## config.mk

```make
export PLATFORM = sky130hd
export DESIGN_NAME = control_unit_mc
export DESIGN_NICKNAME = d
export VERILOG_FILES = /design/src/rtl/ctrl_pkg.sv /design/src/rtl/control_unit_mc.sv
export SDC_FILE = /design/constraint.sdc
export NUM_CORES = 1
export LEC_CHECK = 0
export CORE_UTILIZATION = 35
export DETAILED_ROUTE_END_ITERATION = 16
export PLACE_DENSITY = 0.88
export SYNTH_ARGS = -nofsm -noshare
export SYNTH_HDL_FRONTEND = slang
export SYNTH_SLANG_ARGS = --single-unit
```

## constraint.sdc

```tcl
create_clock -name clk -period 2.7 [get_ports clk]
set_clock_uncertainty 0.05 [all_clocks]
set_input_delay 0.54 -clock clk [delete_from_list [all_inputs] [get_ports clk]]
set_output_delay 0.54 -clock clk [all_outputs]
set_load 0.05 [all_outputs]
```

## src/rtl/ctrl_pkg.sv

```systemverilog
// ============================================================================
// ctrl_pkg : shared types, opcodes and select encodings for control_unit_mc
// Rev 1.0  : initial release
// ============================================================================
`default_nettype none

package ctrl_pkg;

   typedef enum logic [4:0] {
      S_RESET  = 5'd0,
      S_FETCH  = 5'd1,
      S_DECODE = 5'd2,
      S_EXEC_R = 5'd3,
      S_EXEC_I = 5'd4,
      S_SHIFT  = 5'd5,
      S_ADDR   = 5'd6,
      S_MEM_RD = 5'd7,
      S_MEM_WR = 5'd8,
      S_WB_ALU = 5'd9,
      S_WB_MEM = 5'd10,
      S_BRANCH = 5'd11,
      S_JAL    = 5'd12,
      S_JALR   = 5'd13,
      S_LUI    = 5'd14,
      S_TRAP   = 5'd15,
      S_HALT   = 5'd16
   } state_t;

   typedef enum logic [2:0] {
      ALU_ADD   = 3'd0,
      ALU_SUB   = 3'd1,
      ALU_AND   = 3'd2,
      ALU_OR    = 3'd3,
      ALU_SLT   = 3'd4,
      ALU_PASSB = 3'd5
   } alu_op_t;

   localparam logic [6:0] OP_R      = 7'b0110011;
   localparam logic [6:0] OP_IMM    = 7'b0010011;
   localparam logic [6:0] OP_LOAD   = 7'b0000011;
   localparam logic [6:0] OP_STORE  = 7'b0100011;
   localparam logic [6:0] OP_BRANCH = 7'b1100011;
   localparam logic [6:0] OP_JAL    = 7'b1101111;
   localparam logic [6:0] OP_JALR   = 7'b1100111;
   localparam logic [6:0] OP_LUI    = 7'b0110111;
   localparam logic [6:0] OP_SYSTEM = 7'b1110011;

   localparam logic [2:0] F3_BEQ = 3'b000;
   localparam logic [2:0] F3_BNE = 3'b001;
   localparam logic [2:0] F3_BLT = 3'b100;
   localparam logic [2:0] F3_BGE = 3'b101;

   localparam logic [1:0] SRC_A_PC    = 2'd0;
   localparam logic [1:0] SRC_A_REG   = 2'd1;
   localparam logic [1:0] SRC_A_ZERO  = 2'd2;
   localparam logic [1:0] SRC_A_PCOLD = 2'd3;

   localparam logic [1:0] SRC_B_REG  = 2'd0;
   localparam logic [1:0] SRC_B_FOUR = 2'd1;
   localparam logic [1:0] SRC_B_IMM  = 2'd2;

   localparam logic [1:0] PC_SRC_ALU    = 2'd0;
   localparam logic [1:0] PC_SRC_ALUOUT = 2'd1;
   localparam logic [1:0] PC_SRC_TRAP   = 2'd2;

   localparam logic [1:0] WB_ALUOUT = 2'd0;
   localparam logic [1:0] WB_MDR    = 2'd1;
   localparam logic [1:0] WB_IMM    = 2'd2;
   localparam logic [1:0] WB_PC     = 2'd3;

   localparam logic [1:0] SH_NONE = 2'd0;
   localparam logic [1:0] SH_SLL  = 2'd1;
   localparam logic [1:0] SH_SRL  = 2'd2;
   localparam logic [1:0] SH_SRA  = 2'd3;

   function automatic logic branch_f3_ok(input logic [2:0] funct3);
      return (funct3 == F3_BEQ) || (funct3 == F3_BNE) ||
             (funct3 == F3_BLT) || (funct3 == F3_BGE);
   endfunction

   function automatic logic branch_taken(input logic [2:0] funct3,
                                         input logic zero, input logic lt);
      return ((funct3 == F3_BEQ) &&  zero) || ((funct3 == F3_BNE) && !zero) ||
             ((funct3 == F3_BLT) &&  lt)   || ((funct3 == F3_BGE) && !lt);
   endfunction

   // Only ADD/SUB/AND/OR/SLT are implemented in R-type; anything else traps.
   function automatic logic r_funct_ok(input logic [6:0] funct7, input logic [2:0] funct3);
      return ((funct7 == 7'b0000000) &&
              ((funct3 == 3'b000) || (funct3 == 3'b111) ||
               (funct3 == 3'b110) || (funct3 == 3'b010))) ||
             ((funct7 == 7'b0100000) && (funct3 == 3'b000));
   endfunction

   function automatic alu_op_t r_alu_op(input logic [6:0] funct7, input logic [2:0] funct3);
      alu_op_t op;
      case (funct3)
         3'b000:  op = funct7[5] ? ALU_SUB : ALU_ADD;
         3'b111:  op = ALU_AND;
         3'b110:  op = ALU_OR;
         3'b010:  op = ALU_SLT;
         default: op = ALU_ADD;
      endcase
      return op;
   endfunction

   function automatic logic i_funct_ok(input logic [2:0] funct3);
      return (funct3 == 3'b000) || (funct3 == 3'b010) ||
             (funct3 == 3'b110) || (funct3 == 3'b111);
   endfunction

   function automatic alu_op_t i_alu_op(input logic [2:0] funct3);
      alu_op_t op;
      case (funct3)
         3'b010:  op = ALU_SLT;
         3'b110:  op = ALU_OR;
         3'b111:  op = ALU_AND;
         default: op = ALU_ADD;
      endcase
      return op;
   endfunction

endpackage

`default_nettype wire

```

## src/rtl/control_unit_mc.sv

```systemverilog
// ============================================================================
// control_unit_mc : multicycle RISC-V control FSM with memory-latency stalls
// Rev 1.0         : initial release
// ============================================================================
`default_nettype none

module control_unit_mc
   import ctrl_pkg::*;
#(
   parameter int MEM_LAT = 1,   // 1..15
   parameter int XLEN    = 64,
   parameter int TRAP_EN = 1,
   localparam int SHW    = $clog2(XLEN)
) (
   input  logic            clk,
   input  logic            rst,
   input  logic [31:0]     instr,
   input  logic            alu_zero,
   input  logic            alu_lt,
   output logic            pc_write,
   output logic            ir_load,
   output logic            mem_read,
   output logic            mem_write,
   output logic            rega_load,
   output logic            regb_load,
   output logic            aluout_load,
   output logic            mdr_load,
   output logic            reg_write,
   output logic            epc_load,
   output logic [2:0]      alu_op,
   output logic [1:0]      alu_src_a,
   output logic [1:0]      alu_src_b,
   output logic [1:0]      pc_src,
   output logic [1:0]      wb_sel,
   output logic [1:0]      shift_op,
   output logic [SHW-1:0]  shift_amt,
   output logic            illegal,
   output logic            halted,
   output logic [4:0]      state_dbg
);

   localparam logic [3:0] LAST_CNT = 4'(MEM_LAT - 1);

   state_t      state;
   state_t      next_state;
   state_t      illegal_dest;
   logic [3:0]  wait_cnt;
   logic        wait_last;
   logic        in_wait_state;

   logic [6:0]  opcode;
   logic [2:0]  funct3;
   logic [6:0]  funct7;
   logic        unused_instr;

   assign opcode       = instr[6:0];
   assign funct3       = instr[14:12];
   assign funct7       = instr[31:25];
   assign unused_instr = ^{instr[19:7], instr[25:20]};

   assign illegal_dest  = (TRAP_EN != 0) ? S_TRAP : S_FETCH;
   assign wait_last     = (wait_cnt == LAST_CNT);
   assign in_wait_state = (state == S_FETCH) || (state == S_MEM_RD) || (state == S_MEM_WR);
   assign state_dbg     = state;

   always_ff @(posedge clk) begin
      if (rst) begin
         state    <= S_RESET;
         wait_cnt <= 4'd0;
      end else begin
         state <= next_state;
         if (in_wait_state && !wait_last)
            wait_cnt <= wait_cnt + 4'd1;
         else
            wait_cnt <= 4'd0;
      end
   end

   always_comb begin
      next_state  = state;
      pc_write    = 1'b0;
      ir_load     = 1'b0;
      mem_read    = 1'b0;
      mem_write   = 1'b0;
      rega_load   = 1'b0;
      regb_load   = 1'b0;
      aluout_load = 1'b0;
      mdr_load    = 1'b0;
      reg_write   = 1'b0;
      epc_load    = 1'b0;
      alu_op      = ALU_ADD;
      alu_src_a   = SRC_A_PC;
      alu_src_b   = SRC_B_REG;
      pc_src      = PC_SRC_ALU;
      wb_sel      = WB_ALUOUT;
      shift_op    = SH_NONE;
      shift_amt   = '0;
      illegal     = 1'b0;
      halted      = 1'b0;

      unique case (state)
         S_RESET: next_state = S_FETCH;

         S_FETCH: begin
            mem_read  = 1'b1;
            alu_src_a = SRC_A_PC;
            alu_src_b = SRC_B_FOUR;
            alu_op    = ALU_ADD;
            if (wait_last) begin
               ir_load    = 1'b1;
               pc_write   = 1'b1;
               pc_src     = PC_SRC_ALU;
               next_state = S_DECODE;
            end
         end

         // Branch/jal target is precomputed into ALUOut from the old PC.
         S_DECODE: begin
            rega_load   = 1'b1;
            regb_load   = 1'b1;
            aluout_load = 1'b1;
            alu_src_a   = SRC_A_PCOLD;
            alu_src_b   = SRC_B_IMM;
            alu_op      = ALU_ADD;
            case (opcode)
               OP_R:      next_state = r_funct_ok(funct7, funct3) ? S_EXEC_R : illegal_dest;
               OP_IMM: begin
                  if ((funct3 == 3'b001) || (funct3 == 3'b101))
                     next_state = S_SHIFT;
                  else
                     next_state = i_funct_ok(funct3) ? S_EXEC_I : illegal_dest;
               end
               OP_LOAD,
               OP_STORE:  next_state = S_ADDR;
               OP_BRANCH: next_state = branch_f3_ok(funct3) ? S_BRANCH : illegal_dest;
               OP_JAL:    next_state = S_JAL;
               OP_JALR:   next_state = S_JALR;
               OP_LUI:    next_state = S_LUI;
               OP_SYSTEM: next_state = S_HALT;
               default:   next_state = illegal_dest;
            endcase
         end

         S_EXEC_R: begin
            alu_src_a   = SRC_A_REG;
            alu_src_b   = SRC_B_REG;
            alu_op      = r_alu_op(funct7, funct3);
            aluout_load = 1'b1;
            next_state  = S_WB_ALU;
         end

         S_EXEC_I: begin
            alu_src_a   = SRC_A_REG;
            alu_src_b   = SRC_B_IMM;
            alu_op      = i_alu_op(funct3);
            aluout_load = 1'b1;
            next_state  = S_WB_ALU;
         end

         S_SHIFT: begin
            if (funct3 == 3'b001)
               shift_op = SH_SLL;
            else
               shift_op = instr[30] ? SH_SRA : SH_SRL;
            shift_amt   = SHW'(instr[25:20]);
            aluout_load = 1'b1;
            next_state  = S_WB_ALU;
         end

         S_ADDR: begin
            alu_src_a   = SRC_A_REG;
            alu_src_b   = SRC_B_IMM;
            alu_op      = ALU_ADD;
            aluout_load = 1'b1;
            next_state  = (opcode == OP_LOAD) ? S_MEM_RD : S_MEM_WR;
         end

         S_MEM_RD: begin
            mem_read = 1'b1;
            if (wait_last) begin
               mdr_load   = 1'b1;
               next_state = S_WB_MEM;
            end
         end

         S_MEM_WR: begin
            mem_write = 1'b1;
            if (wait_last)
               next_state = S_FETCH;
         end

         S_WB_ALU: begin
            reg_write  = 1'b1;
            wb_sel     = WB_ALUOUT;
            next_state = S_FETCH;
         end

         S_WB_MEM: begin
            reg_write  = 1'b1;
            wb_sel     = WB_MDR;
            next_state = S_FETCH;
         end

         S_BRANCH: begin
            alu_src_a  = SRC_A_REG;
            alu_src_b  = SRC_B_REG;
            alu_op     = ALU_SUB;
            pc_src     = PC_SRC_ALUOUT;
            pc_write   = branch_taken(funct3, alu_zero, alu_lt);
            next_state = S_FETCH;
         end

         S_JAL: begin
            pc_write   = 1'b1;
            pc_src     = PC_SRC_ALUOUT;
            reg_write  = 1'b1;
            wb_sel     = WB_PC;
            next_state = S_FETCH;
         end

         // The register file latches the link value from the PC before it updates.
         S_JALR: begin
            alu_src_a  = SRC_A_REG;
            alu_src_b  = SRC_B_IMM;
            alu_op     = ALU_ADD;
            pc_src     = PC_SRC_ALU;
            pc_write   = 1'b1;
            reg_write  = 1'b1;
            wb_sel     = WB_PC;
            next_state = S_FETCH;
         end

         S_LUI: begin
            reg_write  = 1'b1;
            wb_sel     = WB_IMM;
            next_state = S_FETCH;
         end

         S_TRAP: begin
            epc_load   = 1'b1;
            pc_src     = PC_SRC_TRAP;
            pc_write   = 1'b1;
            illegal    = 1'b1;
            next_state = S_FETCH;
         end

         S_HALT: begin
            halted     = 1'b1;
            next_state = S_HALT;
         end

         default: next_state = S_RESET;
      endcase
   end

endmodule

`default_nettype wire

```

==> impl_metrics.yaml <==
min_path:
  whs_path_depth: 1
  worst_hold_path_type: "flop to flop"
cells_and_area:
  stdcell_area_um2: 2020
  register_area_um2: 180
  antenna_cells: 0
  area.growth.synth_to_final_pct: 70.4
  multiInputGateArea_um2: 948
  drive_gt1_share_pct: 24.7
  n_fill_cell: 262
  layout.nets: 270
yosys:
  synth_nets: 213
  ys.flop_type: "dfxtp_1"
  yosys_warnings: 0
  syn-cell-area_um2: 1180
  avgSynthCellArea_um2: 6.76
  async_flop_share_pct: 0
  synth_area_leaders: "dfxtp_1, nor2_1, nand2_1, and2_1, a21oi_1"
  synth_cell_types: 51
  seq_area_frac_synth_pct: 15.2
  synth-edff-count: 0
  yosysTopAreaCell: "dfxtp_1"
  yosysTopAreaCellShare_pct: 15.2
  ys_ff_latch: 9
  syn_inst: 175
setup_path:
  slowest_stage: "clkdlybuf4s50_1"
  crit_buf_inv: 2
  worstReg2RegStart: "state_dbg[2]"
  rrSetupSlack_ns: 0.76
  crit_required_ns: 2.11
  crit_path_end: "pc_write"
  crit_chain: "clkdlybuf4s50_1, mux2i_1, xnor2_1, o32ai_2, buf_12"
  startpoint_type: "primary input"
  r2r-end: "state_dbg[3]"
  reg2regPathDepth: 4
  worstSetupPathDepth: 5
  path_delay_family: "buffers and inverters"
  cp_max_fo: 5
  cp_data_arrival_time_ns: 2.01
  startpoint: "instr[14]"
  critical_path_class: "primary input to output pin"
  critPathMaxStageDelay_ns: 0.58
  end_kind: "output pin"
placed_design:
  routabilityCongestion: 0.912
  pre_cts_slack_ns: 0.103
  io_buffers: 61
  dp.final_hpwl_mm: 2.91
  dpl_cell_area_um2: 1980
drt:
  detail_route.first_pass.iterations: 4
  wire_per_inst_um: 13.1
  wirelength_mm: 3.60
  dr_total_vias: 1517
  viasPerCell: 5.52
  initialDrtViolationCount: 134
  drc: 0
  ant_nets: 0
run_status:
  status: "complete, no violations"
global_route:
  met2_usage_pct: 33.1
  overflow: 0
  antenna_found_initial: 0
  grt_pass1_vias: 1306
  grt.busiest_layer: "met2"
  grtUsageMet3_pct: 1.08
  grt_start_max_net_pins: 18
  grt.total_usage_pct: 21.0
  grt_use_met1_pct: 30.0
  grt_pass1_wl_mm: 5.88
clock_tree:
  clockRootBuffer: "clkbuf_4"
  numCtsBuffers: 3
  cts_sinks: 9
  cts_htree_levels: 1
  clk_path_buf_depth: 2
  ctsHoldBuffers: 0
  insertion_delay_ns: 0.26
  cts_tree: "done"
  cts_setup_buffers: 0
  clkSlewWorstSetupHoldPaths_ns: 0.06
pwr:
  p_seq_share_pct: 15.6
  clkPwrFrac_pct: 6.9
  p_per_area_nw_per_um2: 734
  ir_drop_mv: 0.302
  internal_power_w: 0.000635
  p_leak_nw: 0.782
  combPwrFrac_pct: 77.5
  switching_share_pct: 57.1
  p_switching_w: 0.000845
floorplanning:
  initial_core_util_pct: 37.8
  io_pins: 72
  die_w_um: 60.2
  core_area_um2: 3130
  die-area_um2: 3620
  dieHeight_um: 60.2
  rows: 20
sta:
  setup_ws_ns: 0.0975
  post-route-period-util_pct: 96.4
  slew_viol_final: 0
  tns_ns: 0
  tightest_slew_ns: 0.598
  relSlewSlack_pct: 60.0
  finalSetupViolations: 0
  fmax_ghz: 0.384
  hold_viol_final: 0
  whs_ns: 0.417
  fin_crit_ns: 2.60
  rsz0062_at_grt: "false"
run:
  maxCapViolCount: 0
==> routing by layer <==
layer | routed length, um | part of all wire (%)
met1 | 1620 | 45
met2 | 1720 | 48
met3 | 205 | 5.7
met4 | 57 | 1.6
met5 | 0 | 0
==> timing repair <==
action,4_1_cts,5_1_grt
hold endpoints to repair,0,0
setup endpoints to repair,0,1
gates resized for setup,0,1
==> cell usage in the layout, fill, tap and decap left out, drive strengths merged, types with 2 or more instances in the layout <==
master	n
o2bb2ai	2
ha	2
xnor2	3
dfxtp	9
nand2b	3
nor2	19
a21oi	9
o22ai	2
buf	38
or2	3
and3	3
nand2	18
clkbuf	4
inv	9
o32ai	2
o41ai	2
nor4	6
xor2	3
a211oi	3
nor3	7
o21ai	6
nand4b	2
o211ai	3
nand3	6
a2111oi	2
nor2b	5
and2	10
o21a	2
a31oi	2
clkdlybuf4s50	30
==> cell usage after synthesis, types with 2 or more instances <==
cell       number
o22ai_1         2
inv_1           8
and3_1          3
o21ai_0         6
dfxtp_1         9
ha_1            2
nor2b_1         5
nand2b_1        3
nand3_1         6
buf_2           5
a31oi_1         2
xnor2_1         3
o211ai_1        3
and2_1         10
nor3_1          7
o2bb2ai_1       2
a21oi_1         9
o41ai_1         2
nor4_1          5
o21a_1          2
o32ai_1         2
nand4b_1        2
or2_1           2
a211oi_1        3
nand2_1        18
buf_1           2
xor2_1          3
clkbuf_1        5
nor2_1         19
buf_4           4
==> kinds of logic after synthesis <==
logic type	share of synthesized area [%]
muxes	0.846
buffers and inverters	9.73
xor gates and xnor gates	4.44
and+or+nand+nor	40.5
AOI/OAI and AO/OA	27.2
adders and majority gates	2.11
DFF	15.2
==> power by group through the flow <==
stage	combinational, W	clock [W]	sequential [W]
finish	0.00115	0.000102	0.000230
global route	0.00122	0.000110	0.000239
CTS	0.00115	0.000103	0.000229
detailed placement	0.00114	0	0.000231
global placement	0.00113	0	0.000231
floorplan	0.000766	0	0.000247
==> how the worst min path moves through the flow <==
stage          slack, ns          end   startpoint
2_1_floorplan       0.38  wait_cnt[0]  wait_cnt[0]
3_3_place_gp        0.40  wait_cnt[0]  wait_cnt[0]
3_5_place_dp        0.41  wait_cnt[0]  wait_cnt[0]
4_1_cts             0.42  wait_cnt[0]  wait_cnt[0]
5_1_grt             0.44  wait_cnt[0]  wait_cnt[0]
6_report            0.42  wait_cnt[0]  wait_cnt[0]
==> stage by stage <==
step | power [W] | std cells | util, %
CTS | 0.00148 | 275 | 64.3
global placement | 0.00137 | 271 | 63.4
detailed placement | 0.00138 | 271 | 63.4
finish | 0.00148 | 275 | 64.5
global route | 0.00157 | 275 | 64.5
floorplan | 0.00101 | 175 | -
==> final cells by class <==
| class | count | share of cell area (%) |
|---|---|---|
| Clock buffer | 4 | 1.30 |
| Inverter | 9 | 1.67 |
| Sequential cell | 9 | 8.93 |
| Tap cell | 44 | 2.73 |
| Multi-Input combinational cell | 141 | 47.0 |
| Timing Repair Buffer | 68 | 38.3 |
==> worst register-to-register path, stage by stage, from the launching register on <==
cell	delay, ns
dfxtp_1	0.70
or2_1	0.29
o22ai_1	0.12
a221o_1	0.41
o32ai_1	0.28
==> flip-flops by register name (all words and copies together) (netlist names) <==
name,cells
wait_cnt,4
state_dbg,5
Note: power is estimated with default switching activity, not from simulation.
